**config.mk**
```make
export PLATFORM = sky130hd
export DESIGN_NAME = pulse_gate_counter_flat
export DESIGN_NICKNAME = d
export VERILOG_FILES = /design/src/rtl/pulse_gate_counter_if.sv /design/src/rtl/pulse_gate_counter.sv /design/src/flat_wrapper.sv
export SDC_FILE = /design/constraint.sdc
export NUM_CORES = 1
export LEC_CHECK = 0
export ABC_AREA = 1
export BUFFER_PORTS_ARGS = -buffer_cell sky130_fd_sc_hd__buf_2
export CORE_ASPECT_RATIO = 1.5
export CORE_MARGIN = 2
export CORE_UTILIZATION = 39
export CTS_CLUSTER_DIAMETER = 60
export DETAILED_ROUTE_END_ITERATION = 10
export PLACE_DENSITY = 0.57
export SLEW_MARGIN = 20
export SYNTH_ARGS = -nofsm -noshare
export SYNTH_HDL_FRONTEND = slang
export SYNTH_SLANG_ARGS = --single-unit
export TNS_END_PERCENT = 100
```
**constraint.sdc**
```tcl
create_clock -name clock -period 5.3 [get_ports clock]
set_input_delay 1.06 -clock clock [delete_from_list [all_inputs] [get_ports clock]]
set_output_delay 1.06 -clock clock [all_outputs]
set_load 0.02 [all_outputs]
```
**src/rtl/pulse_gate_counter_if.sv**
```systemverilog
// Bus between the gate/sensor source and the pulse_gate_counter result outputs.
interface pulse_gate_counter_if #(
  parameter int CNT_W  = 14,
  parameter int DIGITS = 4
);
  logic                  gate;
  logic                  sensor;
  logic [CNT_W-1:0]      count_out;
  logic [4*DIGITS-1:0]   bcd_out;
  logic                  valid;
  logic                  overflow;

  modport master (
    output gate, sensor,
    input  count_out, bcd_out, valid, overflow
  );

  modport slave (
    input  gate, sensor,
    output count_out, bcd_out, valid, overflow
  );
endinterface

```
**src/rtl/pulse_gate_counter.sv**
```systemverilog
// Gated wheel-pulse counter: debounced edge counting per gate-high window,
// result latched on gate fall and converted to BCD by a sequential shift-add-3.
module pulse_gate_counter #(
  parameter int CNT_W        = 14,
  parameter int MAX_COUNT    = 9999,
  parameter int DIGITS       = 4,
  parameter int DEBOUNCE_CYC = 50000
) (
  input logic                  clock,
  input logic                  reset,
  pulse_gate_counter_if.slave  bus
);

  localparam int DW = (DEBOUNCE_CYC > 1) ? $clog2(DEBOUNCE_CYC) : 1;
  localparam int IW = $clog2(CNT_W + 1);
  localparam int BW = 4 * DIGITS;

  localparam logic [1:0] S_IDLE = 2'd0;
  localparam logic [1:0] S_CONV = 2'd1;
  localparam logic [1:0] S_DONE = 2'd2;

  logic          sync1, sync2;
  logic          deb, deb_q;
  logic [DW-1:0] deb_cnt;
  logic          ev;

  logic             gate_d;
  logic             rise, fall;
  logic [CNT_W-1:0] acc;
  logic             acc_ovf;
  logic             acc_at_max;
  logic [CNT_W-1:0] lat_val;
  logic             lat_ovf;

  logic [1:0]       state;
  logic [IW-1:0]    iter;
  logic [CNT_W-1:0] shreg;
  logic [BW-1:0]    bcd_sc;
  logic [BW-1:0]    bcd_adj;
  logic [CNT_W-1:0] res_val;
  logic             res_ovf;

  // Sensor synchronizer and debounce filter
  always_ff @(posedge clock or posedge reset) begin
    if (reset) begin
      sync1   <= 1'b0;
      sync2   <= 1'b0;
      deb     <= 1'b0;
      deb_q   <= 1'b0;
      deb_cnt <= '0;
    end else begin
      sync1 <= bus.sensor;
      sync2 <= sync1;
      deb_q <= deb;
      if (sync2 != deb) begin
        if (deb_cnt == DW'(DEBOUNCE_CYC - 1)) begin
          deb     <= sync2;
          deb_cnt <= '0;
        end else begin
          deb_cnt <= deb_cnt + 1'b1;
        end
      end else begin
        deb_cnt <= '0;
      end
    end
  end

  assign ev   = deb & ~deb_q;
  assign rise = bus.gate & ~gate_d;
  assign fall = ~bus.gate & gate_d;

  assign acc_at_max = (acc == CNT_W'(MAX_COUNT));
  assign lat_val    = (ev && !acc_at_max) ? acc + 1'b1 : acc;
  assign lat_ovf    = acc_ovf | (ev & acc_at_max);

  always_ff @(posedge clock or posedge reset) begin
    if (reset) begin
      gate_d  <= 1'b0;
      acc     <= '0;
      acc_ovf <= 1'b0;
    end else begin
      gate_d <= bus.gate;
      if (rise) begin
        acc     <= '0;
        acc_ovf <= 1'b0;
      end else if (bus.gate && ev) begin
        if (acc_at_max) acc_ovf <= 1'b1;
        else            acc     <= acc + 1'b1;
      end
    end
  end

  always_comb begin
    bcd_adj = bcd_sc;
    for (int unsigned i = 0; i < DIGITS; i++) begin
      if (bcd_sc[4*i +: 4] >= 4'd5)
        bcd_adj[4*i +: 4] = bcd_sc[4*i +: 4] + 4'd3;
    end
  end

  // Conversion engine; a window that closes while busy is discarded
  always_ff @(posedge clock or posedge reset) begin
    if (reset) begin
      state         <= S_IDLE;
      iter          <= '0;
      shreg         <= '0;
      bcd_sc        <= '0;
      res_val       <= '0;
      res_ovf       <= 1'b0;
      bus.count_out <= '0;
      bus.bcd_out   <= '0;
      bus.overflow  <= 1'b0;
      bus.valid     <= 1'b0;
    end else begin
      bus.valid <= 1'b0;
      case (state)
        S_IDLE: begin
          if (fall) begin
            shreg   <= lat_val;
            res_val <= lat_val;
            res_ovf <= lat_ovf;
            bcd_sc  <= '0;
            iter    <= '0;
            state   <= S_CONV;
          end
        end
        S_CONV: begin
          {bcd_sc, shreg} <= {bcd_adj, shreg} << 1;
          iter            <= iter + 1'b1;
          if (iter == IW'(CNT_W - 1)) state <= S_DONE;
        end
        S_DONE: begin
          bus.count_out <= res_val;
          bus.bcd_out   <= bcd_sc;
          bus.overflow  <= res_ovf;
          bus.valid     <= 1'b1;
          state         <= S_IDLE;
        end
        default: state <= S_IDLE;
      endcase
    end
  end

endmodule

```
**src/flat_wrapper.sv**
```systemverilog
// flat-port wrapper written by rule: the top's interface ports become plain ports
module pulse_gate_counter_flat 
#(
  parameter int CNT_W        = 14,
  parameter int MAX_COUNT    = 9999,
  parameter int DIGITS       = 4,
  parameter int DEBOUNCE_CYC = 50000
)
  (clock, reset, bus_gate, bus_sensor, bus_count_out, bus_bcd_out, bus_valid, bus_overflow);
  pulse_gate_counter_if #(.CNT_W(CNT_W), .DIGITS(DIGITS)) bus_i ();
  input logic clock;
  input logic reset;
  input wire logic [$bits(bus_i.gate)-1:0] bus_gate;
  input wire logic [$bits(bus_i.sensor)-1:0] bus_sensor;
  output wire logic [$bits(bus_i.count_out)-1:0] bus_count_out;
  output wire logic [$bits(bus_i.bcd_out)-1:0] bus_bcd_out;
  output wire logic [$bits(bus_i.valid)-1:0] bus_valid;
  output wire logic [$bits(bus_i.overflow)-1:0] bus_overflow;
  assign bus_i.gate = bus_gate;
  assign bus_i.sensor = bus_sensor;
  assign bus_count_out = bus_i.count_out;
  assign bus_bcd_out = bus_i.bcd_out;
  assign bus_valid = bus_i.valid;
  assign bus_overflow = bus_i.overflow;
  pulse_gate_counter #(.CNT_W(CNT_W), .MAX_COUNT(MAX_COUNT), .DIGITS(DIGITS), .DEBOUNCE_CYC(DEBOUNCE_CYC)) u_core (.clock(clock), .reset(reset), .bus(bus_i));
endmodule
```
==> out/qor.yml, run 1 <==
outcome: "completed"
yosys_warnings: 0
p_total_w: 0.00272
crit_arrival_ns: 3.07
clockPowerShare_pct: 41.5
num_rows: 53
rsz0062_at_grt: "false"
fin_crit_sh_pct: 52.3
numCtsBuffers: 17
slew_violations: 0
fin_worst_skew_ns: 0.00634
start_util_pct: 40.1
avgViaCountPerCell: 4.82
antenna_found_initial: 0
hp-class: "flip-flop to flip-flop"
switching_share_pct: 30.5
path_cells: "buf_2 > inv_1 > nand4_2 > nand2_1 > o21ai_0 > inv_1 > nand2_1"
p_leak_nw: 3.27
diodes: 0
first_global_vias: 4603
setup_viol: 0
dr_wl_met3_um: 248
top_level_ports: 36
synth-seq-cells: 119
wl_per_cell_um: 13.5
wl_met2_mm: 6.99
dr.pass1.iters: 5
cpMaxStageDelayCell: "nand2_1"
crit_path_start_kind: "primary input"
irDropWorstVdd_mv: 0.223
portBuffers: 35
synth_cell_types: 33
syn-instance-count: 684
cp_max_fo: 33
layout_min_cycle_time_ns: 2.77
met1_length_mm: 5.03
r2r-end: "u_core.shreg[1]$_DFFE_PP0P_"
nets: 737
grt.overflow.total: 0
cap_violations: 0
core_area_um2: 14100
worst_r2r_path_depth: 8
finalSetupTns_ns: 0
tightest_slew_ns: 1.08
max_freq_ghz: 0.360
postCtsSetupRepairBufs: 0
p_comb_share_pct: 18.8
power.share.sequential_pct: 39.7
clockBufferDepth: 2
grt_max_degree: 78
regToRegStartpoint: "u_core.state[0]$_DFFE_PP0P_"
dr.first_iter.drc_count: 234
clockRootBuffer: "clkbuf_16"
crit_required_ns: 5.59
highest_layer: "met4"
drive_above_1_share_pct: 12.9
slowest_delay_ns: 1.00
r2r_slack_ns: 2.84
cts_tree: "yes"
crit_path_end: "u_core.shreg[1]$_DFFE_PP0P_"
avgSynthCellArea_um2: 8.28
netlist_area_um2: 5660
gp_congestion: 0.824
clock-sinks: 119
synth_nets: 700
place_hpwl_mm: 8.75
cts.htree.levels: 4
cp-startpoint: "bus_gate"
fp.dieW_um: 102
slew_headroom_pct: 28.0
drc: 0
grt_use_total_pct: 17.6
wirelength_mm: 12.5
path_class: "primary input to flip-flop"
utilization_pct: 46.6
hold_viol: 0
end_kind: "flip-flop"
seq_area_frac_synth_pct: 52.6
dieArea_um2: 15500
route.antenna.remaining_nets: 0
p_sw_w: 0.000830
cts_resized: 0
grt_pass1_wl_mm: 21.3
syn_to_final_growth_pct: 16.3
vias: 4465
clk_latency_ns: 0.41
hold_buffers: 0
clkTransAtPathRegs_ns: 0.05
die_h_um: 152
powerDensity_nw_per_um2: 413
intPower_w: 0.00189
==> flip-flops by register name, indices dropped and copies added, names as in the netlist, 4 cells and up <==
name                  cells
u_core.bcd_sc            16
u_core.bus.bcd_out       16
u_core.deb_cnt           16
u_core.acc               14
u_core.bus.count_out     14
u_core.res_val           14
u_core.shreg             14
u_core.iter               4
==> worst min path at each step <==
stage / endpoint / cells after the start / slack (ns) / startpoint
after floorplan: u_core.sync2$_DFF_PP0_ / 0 / 0.33 / u_core.sync1$_DFF_PP0_
after global placement: u_core.sync2$_DFF_PP0_ / 0 / 0.33 / u_core.sync1$_DFF_PP0_
after detailed placement: u_core.sync2$_DFF_PP0_ / 0 / 0.34 / u_core.sync1$_DFF_PP0_
after CTS: u_core.sync2$_DFF_PP0_ / 0 / 0.35 / u_core.sync1$_DFF_PP0_
after global routing: u_core.sync2$_DFF_PP0_ / 0 / 0.37 / u_core.sync1$_DFF_PP0_
final: u_core.sync2$_DFF_PP0_ / 0 / 0.35 / u_core.sync1$_DFF_PP0_
==> layout make-up <==
cell class / instances / area (µm²)
Multi-Input combinational cell: 457 / 2250
Clock buffer: 21 / 460
Clock inverter: 11 / 125
Tap cell: 192 / 240
Fill cell: 1411 / 7540
Sequential cell: 119 / 2980
Inverter: 88 / 333
Timing Repair Buffer: 38 / 198
==> synthesized netlist by cell type <==
cell type | instances | area share [%]
inv_1 | 82 | 5.4
xor2_1 | 15 | 2.3
nor2_1 | 48 | 3.2
or2_2 | 3 | 0.33
o21ai_1 | 5 | 0.44
o21ba_2 | 1 | 0.18
xnor2_1 | 4 | 0.62
clkbuf_1 | 9 | 0.60
buf_1 | 1 | 0.066
nor2_2 | 3 | 0.33
nand3_1 | 38 | 3.4
inv_2 | 4 | 0.27
ha_1 | 12 | 2.7
nor4_1 | 1 | 0.11
o211ai_1 | 1 | 0.13
clkinv_1 | 2 | 0.13
nand2_1 | 203 | 13
nand3_2 | 1 | 0.18
nand4_1 | 10 | 1.1
o21ai_2 | 6 | 0.93
nor3_1 | 9 | 0.80
buf_6 | 2 | 0.40
nand2_2 | 3 | 0.33
nand4_2 | 1 | 0.22
buf_4 | 1 | 0.13
a21oi_4 | 1 | 0.29
o21ai_0 | 52 | 4.6
o22ai_1 | 17 | 1.9
buf_2 | 7 | 0.62
dfrtp_1 | 119 | 53
nor2_4 | 2 | 0.40
a21oi_1 | 20 | 1.8
a21oi_2 | 1 | 0.15
==> worst max-delay path, delay by kind of cell <==
kind,cells,cell delay [ns]
AND/OR/NAND/NOR,3,1.50
buffers and inverters,3,0.30
AO/OA/AOI/OAI,1,0.20
==> through the flow <==
step                      instance area (µm²)  cells  hold slack, ns  worst slack (ns)
after floorplan                          5660    684           0.331              1.08
after global placement                   6000    894           0.334              2.18
after detailed placement                 6000    894           0.337              2.09
after CTS                                6590    926           0.350              2.52
after global routing                     6590    926           0.369              2.30
final                                    6590    926           0.347              2.53
==> placed cells by master, fill, tap and decap left out, types with 2 or more instances in the layout <==
master and n:
clkbuf_1 2, nand2_2 3, xnor2_1 4, nand4_1 10, clkinvlp_4 2, inv_1 81, buf_2 35, nand2_1 203
o21ai_0 52, nor2_1 48, nand3_1 38, clkbuf_16 17, o22ai_1 17, a21oi_1 20, or2_2 3, inv_2 4
nor2_2 3, clkinv_2 3, clkinv_1 2, clkinv_4 4, xor2_1 15, clkbuf_8 2, ha_1 12, o21ai_1 5
buf_4 3, nor2_4 2, nor3_1 9, o21ai_2 6, dfrtp_1 119, bufinv_16 2
==> logic make-up after synthesis <==
kind of cell | after synthesis | share of synthesized area [%]
and+or+nand+nor | 322 | 23.8
DFF | 119 | 52.6
buffers and inverters | 108 | 7.65
AOI/OAI and AO/OA | 104 | 10.4
xor gates and xnor gates | 19 | 2.94
adders and majority gates | 12 | 2.65
==> routing by layer <==
| metal | vias to the layer above | global-route usage (%) |
|---|---|---|
| met2 | 51 | 34.2 |
| met5 | - | 0 |
| met1 | 2153 | 18.1 |
| met3 | 16 | 3.67 |
| met4 | 0 | 6.20 |
| li1 | 2245 | - |
==> power by group through the flow <==
stage | registers (W) | logic (W) | clock network (W)
global placement | 0.00109 | 0.000490 | 0
CTS | 0.00108 | 0.000517 | 0.00115
floorplan | 0.00112 | 0.000342 | 0
finish | 0.00108 | 0.000512 | 0.00113
detailed placement | 0.00109 | 0.000517 | 0
global route | 0.00109 | 0.000583 | 0.00120
Power figures use the tool's default switching activity.
==> run 2, diff against run 1 <==
clock period = 2.6 ns   (was 5.3 ns; I/O delays follow)
==> out/qor.yml, run 2 (synthesis results as in run 1) <==
p_sw_w: 0.00164  # was 0.000830 W
fin_crit_sh_pct: 75.5
fin_worst_skew_ns: 0.00939  # was 0.00634 ns
cpMaxStageDelayCell: "nand3_1"  # was nand2_1
setup_viol: 0  # unchanged
clockPowerShare_pct: 39.3  # was 41.5%
clk_latency_ns: 0.40  # was 0.41 ns
hold_viol: 0  # unchanged
fp.dieW_um: 102  # unchanged
seq_area_um2: 2980  # unchanged
p_total_w: 0.00541  # was 0.00272 W
finalSetupTns_ns: 0  # unchanged
p_comb_share_pct: 20.2  # was 18.8%
end_kind: "flip-flop"  # unchanged
numCtsBuffers: 17  # unchanged
critPathBufInv: 1  # was 3
intPower_w: 0.00377  # was 0.00189 W
crit_arrival_ns: 2.26  # was 3.07 ns
switching_share_pct: 30.4  # was 30.5%
die_h_um: 152  # unchanged
wl_per_cell_um: 13.4  # was 13.5 µm
grt_max_degree: 92  # was 78
path_delay_family: "simple AND/OR/NAND/NOR gates"  # unchanged
irDropWorstVdd_mv: 0.387  # was 0.223 mV
first_global_vias: 4513  # was 4,603
cts.htree.levels: 4  # unchanged
grt_use_total_pct: 17.4  # was 17.6%
portBuffers: 35  # unchanged
diodes: 0  # unchanged
syn_to_final_growth_pct: 16.5  # was 16.3%
cp_common_cell: "nand2_1"
max_freq_ghz: 0.510
route.antenna.remaining_nets: 0  # unchanged
clkTransAtPathRegs_ns: 0.05  # about the same
start_util_pct: 40.1  # unchanged
clockRootBuffer: "clkbuf_16"  # unchanged
slew_violations: 0  # unchanged
clockBufferDepth: 2  # unchanged
hp-class: "primary input to flip-flop"  # was flip-flop to flip-flop
powerDensity_nw_per_um2: 820  # was 413 nW/µm²
antenna_found_initial: 0  # unchanged
dieArea_um2: 15500  # unchanged
cap_violations: 0  # unchanged
layout_min_cycle_time_ns: 1.96
drc: 0  # unchanged
path_cells: "ha_1 > nand3_2 > nor2_1 > nand4_1 > nand3_1 > inv_1 > nand2_1 > nand2_1"  # was buf_2 > inv_1 > nand4_2 > nand2_1 > o21ai_0 > inv_1 > nand2_1
num-fill-cells: 1365  # was 1,411
layout_commonest_cell: "nand2_1"  # unchanged
postCtsSetupRepairBufs: 0  # unchanged
vias: 4515  # was 4,465
hold_buffers: 0  # unchanged
drive_above_1_share_pct: 13.4  # was 12.9%
dr.first_iter.drc_count: 179  # was 234
cts_resized: 0  # unchanged
holdWs_ns: 0.222  # was 0.347 ns
power.share.sequential_pct: 40.5  # was 39.7%
multiInputGateArea_um2: 2250  # unchanged
top_level_ports: 36  # unchanged
place_hpwl_mm: 8.73  # was 8.75 mm
crit_required_ns: 2.90  # was 5.59 ns
path_class: "flip-flop to flip-flop"  # was primary input to flip-flop
slowest_delay_ns: 0.52  # was 1.00 ns
grt.overflow.total: 0  # unchanged
cp_max_fo: 13  # was 33
dr.pass1.iters: 4  # was 5
cts_tree: "yes"  # unchanged
final_cell_mix: "203 x nand2_1, 119 x dfrtp_1, 81 x inv_1"  # unchanged
outcome: "completed"  # unchanged
reg_top3: "u_core.bcd_sc x16, u_core.bus.bcd_out x16, u_core.deb_cnt x16"  # unchanged
grt_pass1_wl_mm: 21.0  # was 21.3 mm
avgViaCountPerCell: 4.85  # was 4.82
wirelength_mm: 12.4  # was 12.5 mm
clock-sinks: 119  # unchanged
core_area_um2: 14100  # unchanged
nets: 743  # was 737
rsz0062_at_grt: "false"  # unchanged
p_leak_nw: 3.28  # was 3.27 nW
gp_congestion: 0.869  # was 0.824
num_rows: 53  # unchanged
crit_path_start_kind: "flip-flop"  # was primary input
utilization_pct: 46.7  # was 46.6%
tightest_slew_ns: 0.703  # was 1.08 ns
slew_headroom_pct: 53.1  # was 28.0%
==> run 2: power by group through the flow <==
stage | logic, W | clock network (W) | registers [W]
after floorplan | 0.000697 | 0 | 0.00228
after global placement | 0.00105 | 0 | 0.00221
after detailed placement | 0.00110 | 0 | 0.00222
after CTS | 0.00111 | 0.00219 | 0.00219
after global routing | 0.00125 | 0.00229 | 0.00222
final | 0.00109 | 0.00213 | 0.00219
==> run 2: layer usage <==
| layer | wire [µm] | part of all wire (%) | track usage, % |
|---|---|---|---|
| met4 | 261 | 2.1 | 7.60 |
| met2 | 6640 | 54 | 31.5 |
| met5 | 0 | 0 | 0 |
| met1 | 5160 | 42 | 19.2 |
| met3 | 350 | 2.8 | 3.72 |
==> run 2: worst paths after layout <==
kind                                            from  slack [ns]  cells after the start                           to
setup reg to reg           u_core.acc[0]$_DFFE_PP0P_        0.64                      8    u_core.acc[4]$_DFFE_PP0P_
max in group asynchronous                      reset        1.95                      3  u_core.shreg[3]$_DFFE_PP0P_
setup / recovery           u_core.acc[0]$_DFFE_PP0P_        0.64                      8    u_core.acc[4]$_DFFE_PP0P_
min in group asynchronous                      reset        0.24                      3  u_core.deb_cnt[1]$_DFF_PP0_
hold / removal                            bus_sensor        0.22                      1       u_core.sync1$_DFF_PP0_
hold reg to reg               u_core.sync1$_DFF_PP0_        0.34                      0       u_core.sync2$_DFF_PP0_
==> run 2: through the flow <==
step	std cells	worst slack [ns]	cell area, µm²
global route	930	0.478	6600
detailed placement	900	0.609	6060
finish	930	0.638	6600
CTS	930	0.598	6600
floorplan	684	0.625	5670
global placement	900	0.667	6060
==> run 2: layout make-up <==
| type | instances | share of cell area [%] |
|---|---|---|
| Sequential cell | 119 | 45.1 |
| Timing Repair Buffer | 44 | 3.87 |
| Clock inverter | 9 | 1.19 |
| Tap cell | 192 | 3.64 |
| Clock buffer | 21 | 6.98 |
| Inverter | 88 | 5.06 |
| Multi-Input combinational cell | 457 | 34.1 |
==> run 3, diff against run 2 <==
ABC_AREA = 0   (was 1)
PLACE_DENSITY = 0.59   (was 0.57)
clock period = 1.6 ns   (was 2.6 ns; I/O delays follow)
==> out/qor.yml, run 3 <==
tightest_slew_ns: 0.385  # was 0.703 ns
setup_viol: 19  # was 0
dp.cells: 790  # was 900
seq_area_frac_synth_pct: 52.9  # was 52.6%
route.antenna.remaining_nets: 0  # unchanged
path_delay_family: "simple AND/OR/NAND/NOR gates"  # unchanged
clkTransAtPathRegs_ns: 0.06  # was 0.05 ns
synth_nets: 540  # was 700
fin_crit_sh_pct: 107  # was 75.5%
cts.htree.levels: 4  # unchanged
grt_use_total_pct: 17.9  # was 17.4%
path_class: "flip-flop to flip-flop"  # unchanged
grt.overflow.total: 0  # unchanged
irDropWorstVdd_mv: 0.659  # was 0.387 mV
synth.cells.most_frequent: "119 x dfrtp_1, 47 x o21ai_0, 36 x mux2_2, 35 x nand3_1, 32 x nand2_1"  # was 203 x nand2_1, 119 x dfrtp_1, 82 x inv_1, 52 x o21ai_0, 48 x nor2_1
clk_latency_ns: 0.41  # was 0.40 ns
synth_compound_area_share_pct: 11.6  # was 10.4%
synthMuxAreaShare_pct: 7.20  # was 0%
core_area_um2: 14100  # about the same
wl_per_cell_um: 16.1  # was 13.4 µm
netlist_area_um2: 5630  # was 5660 µm²
antenna_found_initial: 0  # unchanged
grt_pass1_wl_mm: 21.3  # was 21.0 mm
clock-sinks: 119  # unchanged
fp.dieW_um: 102  # about the same
top_level_ports: 36  # unchanged
hold_buffers: 0  # unchanged
nets: 652  # was 743
fin_area_um2: 7750  # was 6600 µm²
synth_area_leaders: "dfrtp_1 53%, mux2_2 7.2%, o21ai_0 4.2%"  # was dfrtp_1 53%, nand2_1 13%, inv_1 5.4%
numCtsBuffers: 17  # unchanged
p_leak_nw: 3.45  # was 3.28 nW
slew_violations: 0  # unchanged
slowest_delay_ns: 0.58  # was 0.52 ns
dieArea_um2: 15400  # was 15,500 µm²
path_cells: "nand4_4 > or4_4 > or4_4 > nand3_2"  # was ha_1 > nand3_2 > nor2_1 > nand4_1 > nand3_1 > inv_1 > nand2_1 > nand2_1
yosys_warnings: 0  # unchanged
max_freq_ghz: 0.586  # was 0.510 GHz
clockRootBuffer: "clkbuf_16"  # unchanged
cp_max_fo: 6  # was 13
place_area_um2: 6590  # was 6060 µm²
crit_path_start_kind: "flip-flop"  # unchanged
slew_headroom_pct: 74.3  # was 53.1%
cp-startpoint: "u_core.acc[5]$_DFFE_PP0P_"  # was u_core.acc[0]$_DFFE_PP0P_
portBuffers: 35  # unchanged
utilization_pct: 55.1  # was 46.7%
crit_required_ns: 1.95  # was 2.90 ns
diodes: 0  # unchanged
synthXorXnorAreaFrac_pct: 4.20  # was 2.94%
fin_worst_skew_ns: 0.00836  # was 0.00939 ns
avgSynthCellArea_um2: 10.7  # was 8.28 µm²
synth_top_family_by_area: "simple AND/OR/NAND/NOR gates"  # unchanged
dr.pass1.iters: 4  # unchanged
outcome: "finished with violations"  # was completed
place_hpwl_mm: 9.13  # was 8.73 mm
cts_tree: "yes"  # unchanged
layout_commonest_cell: "dfrtp_1"  # was nand2_1
powerDensity_nw_per_um2: 1460  # was 820 nW/µm²
setup_ws_ns: -0.107  # was 0.638 ns
violations: "negative setup slack"
regToRegStartpoint: "u_core.acc[5]$_DFFE_PP0P_"  # was u_core.acc[0]$_DFFE_PP0P_
yosys.cell_count.top_type: "dfrtp_1"  # was nand2_1
dr.first_iter.drc_count: 182  # was 179
cp_common_cell: "or4_4"  # was nand2_1
final_cell_mix: "115 x dfrtp_1, 65 x buf_4, 36 x mux2_2, 36 x buf_2, 29 x nand2_1"  # was 203 x nand2_1, 119 x dfrtp_1, 81 x inv_1
synthFlopType: "dfrtp_1"  # unchanged
netlist.area_leader.share_pct: 52.9  # was 52.6%
yosysTopAreaCell: "dfrtp_1"  # unchanged
die_h_um: 151  # was 152 µm
hold_viol: 0  # unchanged
avgViaCountPerCell: 5.28  # was 4.85
reg_top3: "u_core.bcd_sc x16, u_core.bus.bcd_out x16, u_core.deb_cnt x16"  # unchanged
vias: 4434  # was 4,515
drc: 0  # unchanged
cap_violations: 0  # unchanged
syn-instance-count: 524  # was 684
synthSimpleGateAreaFrac_pct: 17.9  # was 23.8%
critPathBufInv: 0  # was 1
clockBufferDepth: 2  # unchanged
gp_congestion: 0.867  # was 0.869
first_global_vias: 4422  # was 4,513
syn_to_final_growth_pct: 37.6  # was 16.5%
synth_adder_area_share_pct: 2.67  # was 2.65%
drive_above_1_share_pct: 42.3  # was 13.4%
cpMaxStageDelayCell: "or4_4"  # was nand3_1
asyncSetResetFlopFracSynth_pct: 100  # unchanged
post-place-ws_ns: -0.234  # was 0.609 ns
hp-class: "primary input to async pin"  # was primary input to flip-flop
start_util_pct: 40.0  # was 40.1%
crit_arrival_ns: 2.05  # was 2.26 ns
num_rows: 53  # unchanged
wirelength_mm: 13.5  # was 12.4 mm
grt_max_degree: 71  # was 92
rsz0062_at_grt: "true"  # was false
layout_min_cycle_time_ns: 1.71  # was 1.96 ns
synth_edf_count: 0  # unchanged
synth-seq-cells: 119  # unchanged
end_kind: "flip-flop"  # unchanged
fin_cells: 840  # was 930
synth_cell_types: 53  # was 33
run 3: layer usage:
| metal | wire [µm] | up-vias | track usage [%] |
|---|---|---|---|
| met5 | 0 | - | 0 |
| met4 | 267 | 0 | 6.80 |
| met3 | 258 | 22 | 3.60 |
| met2 | 7730 | 60 | 34.1 |
| met1 | 5260 | 2219 | 19.0 |
| li1 | - | 2133 | - |
run 3: what timing repair did:
| item | in CTS | in global routing |
|---|---|---|
| gates resized for setup | 33 | 68 |
| cloned | 3 | 2 |
| pin swaps | 14 | 25 |
| setup buffers | 6 | 9 |
| setup endpoints to repair | 47 | 65 |
run 3: cell type report:
type | instances | area (µm²)
sequential | 119 | 2980
tap | 192 | 240
clock buffer | 21 | 470
multi-input combinational | 360 | 2850
clock inverter | 10 | 169
timing repair buffer | 118 | 957
fill | 1219 | 6310
inverter | 20 | 78.8
run 3: through the flow:
stage	setup TNS (ns)	power (W)	hold WS, ns
3_5_place_dp	-3.89	0.00685	0.365
5_1_grt	-2.32	0.0119	0.00278
6_report	-0.961	0.0113	0.0207
4_1_cts	-0.668	0.0111	0.00674
3_3_place_gp	-2.82	0.00674	0.337
2_1_floorplan	-21.62	0.00588	0.331
run 3: report_power, final:
group,total (W),switching [W],internal (W)
Combinational,0.00310,0.00163,0.00147
Sequential,0.00414,0.000510,0.00363
Clock,0.00409,0.00136,0.00273
run 3: final timing paths:
path,end,slack [ns],depth (start not counted)
hold / removal,u_core.bus.count_out[13]$_DFFE_PP0P_,0.02,3
setup reg to reg,u_core.res_val[12]$_DFFE_PP0P_,-0.11,4
setup / recovery,u_core.res_val[12]$_DFFE_PP0P_,-0.11,4
min in group clock,u_core.sync1$_DFF_PP0_,0.02,1
max in group asynchronous,u_core.acc[6]$_DFFE_PP0P_,1.23,3
hold reg to reg,u_core.sync2$_DFF_PP0_,0.36,0
run 3: cell families (layout without fill, tap and decap cells):
logic type      after synthesis  count (layout)
xor+xnor                     27              27
flops                       119             119
fa+ha+maj                    12              12
mux                          36              36
simple gates                177             179
compound gates              106             106
buf+inv                      47             169
run 3: worst reg2reg max path, delay by kind of cell (launching register included):
family / cells / cell delay, ns
flip-flops: 1 / 0.42
AND/OR/NAND/NOR: 4 / 1.23
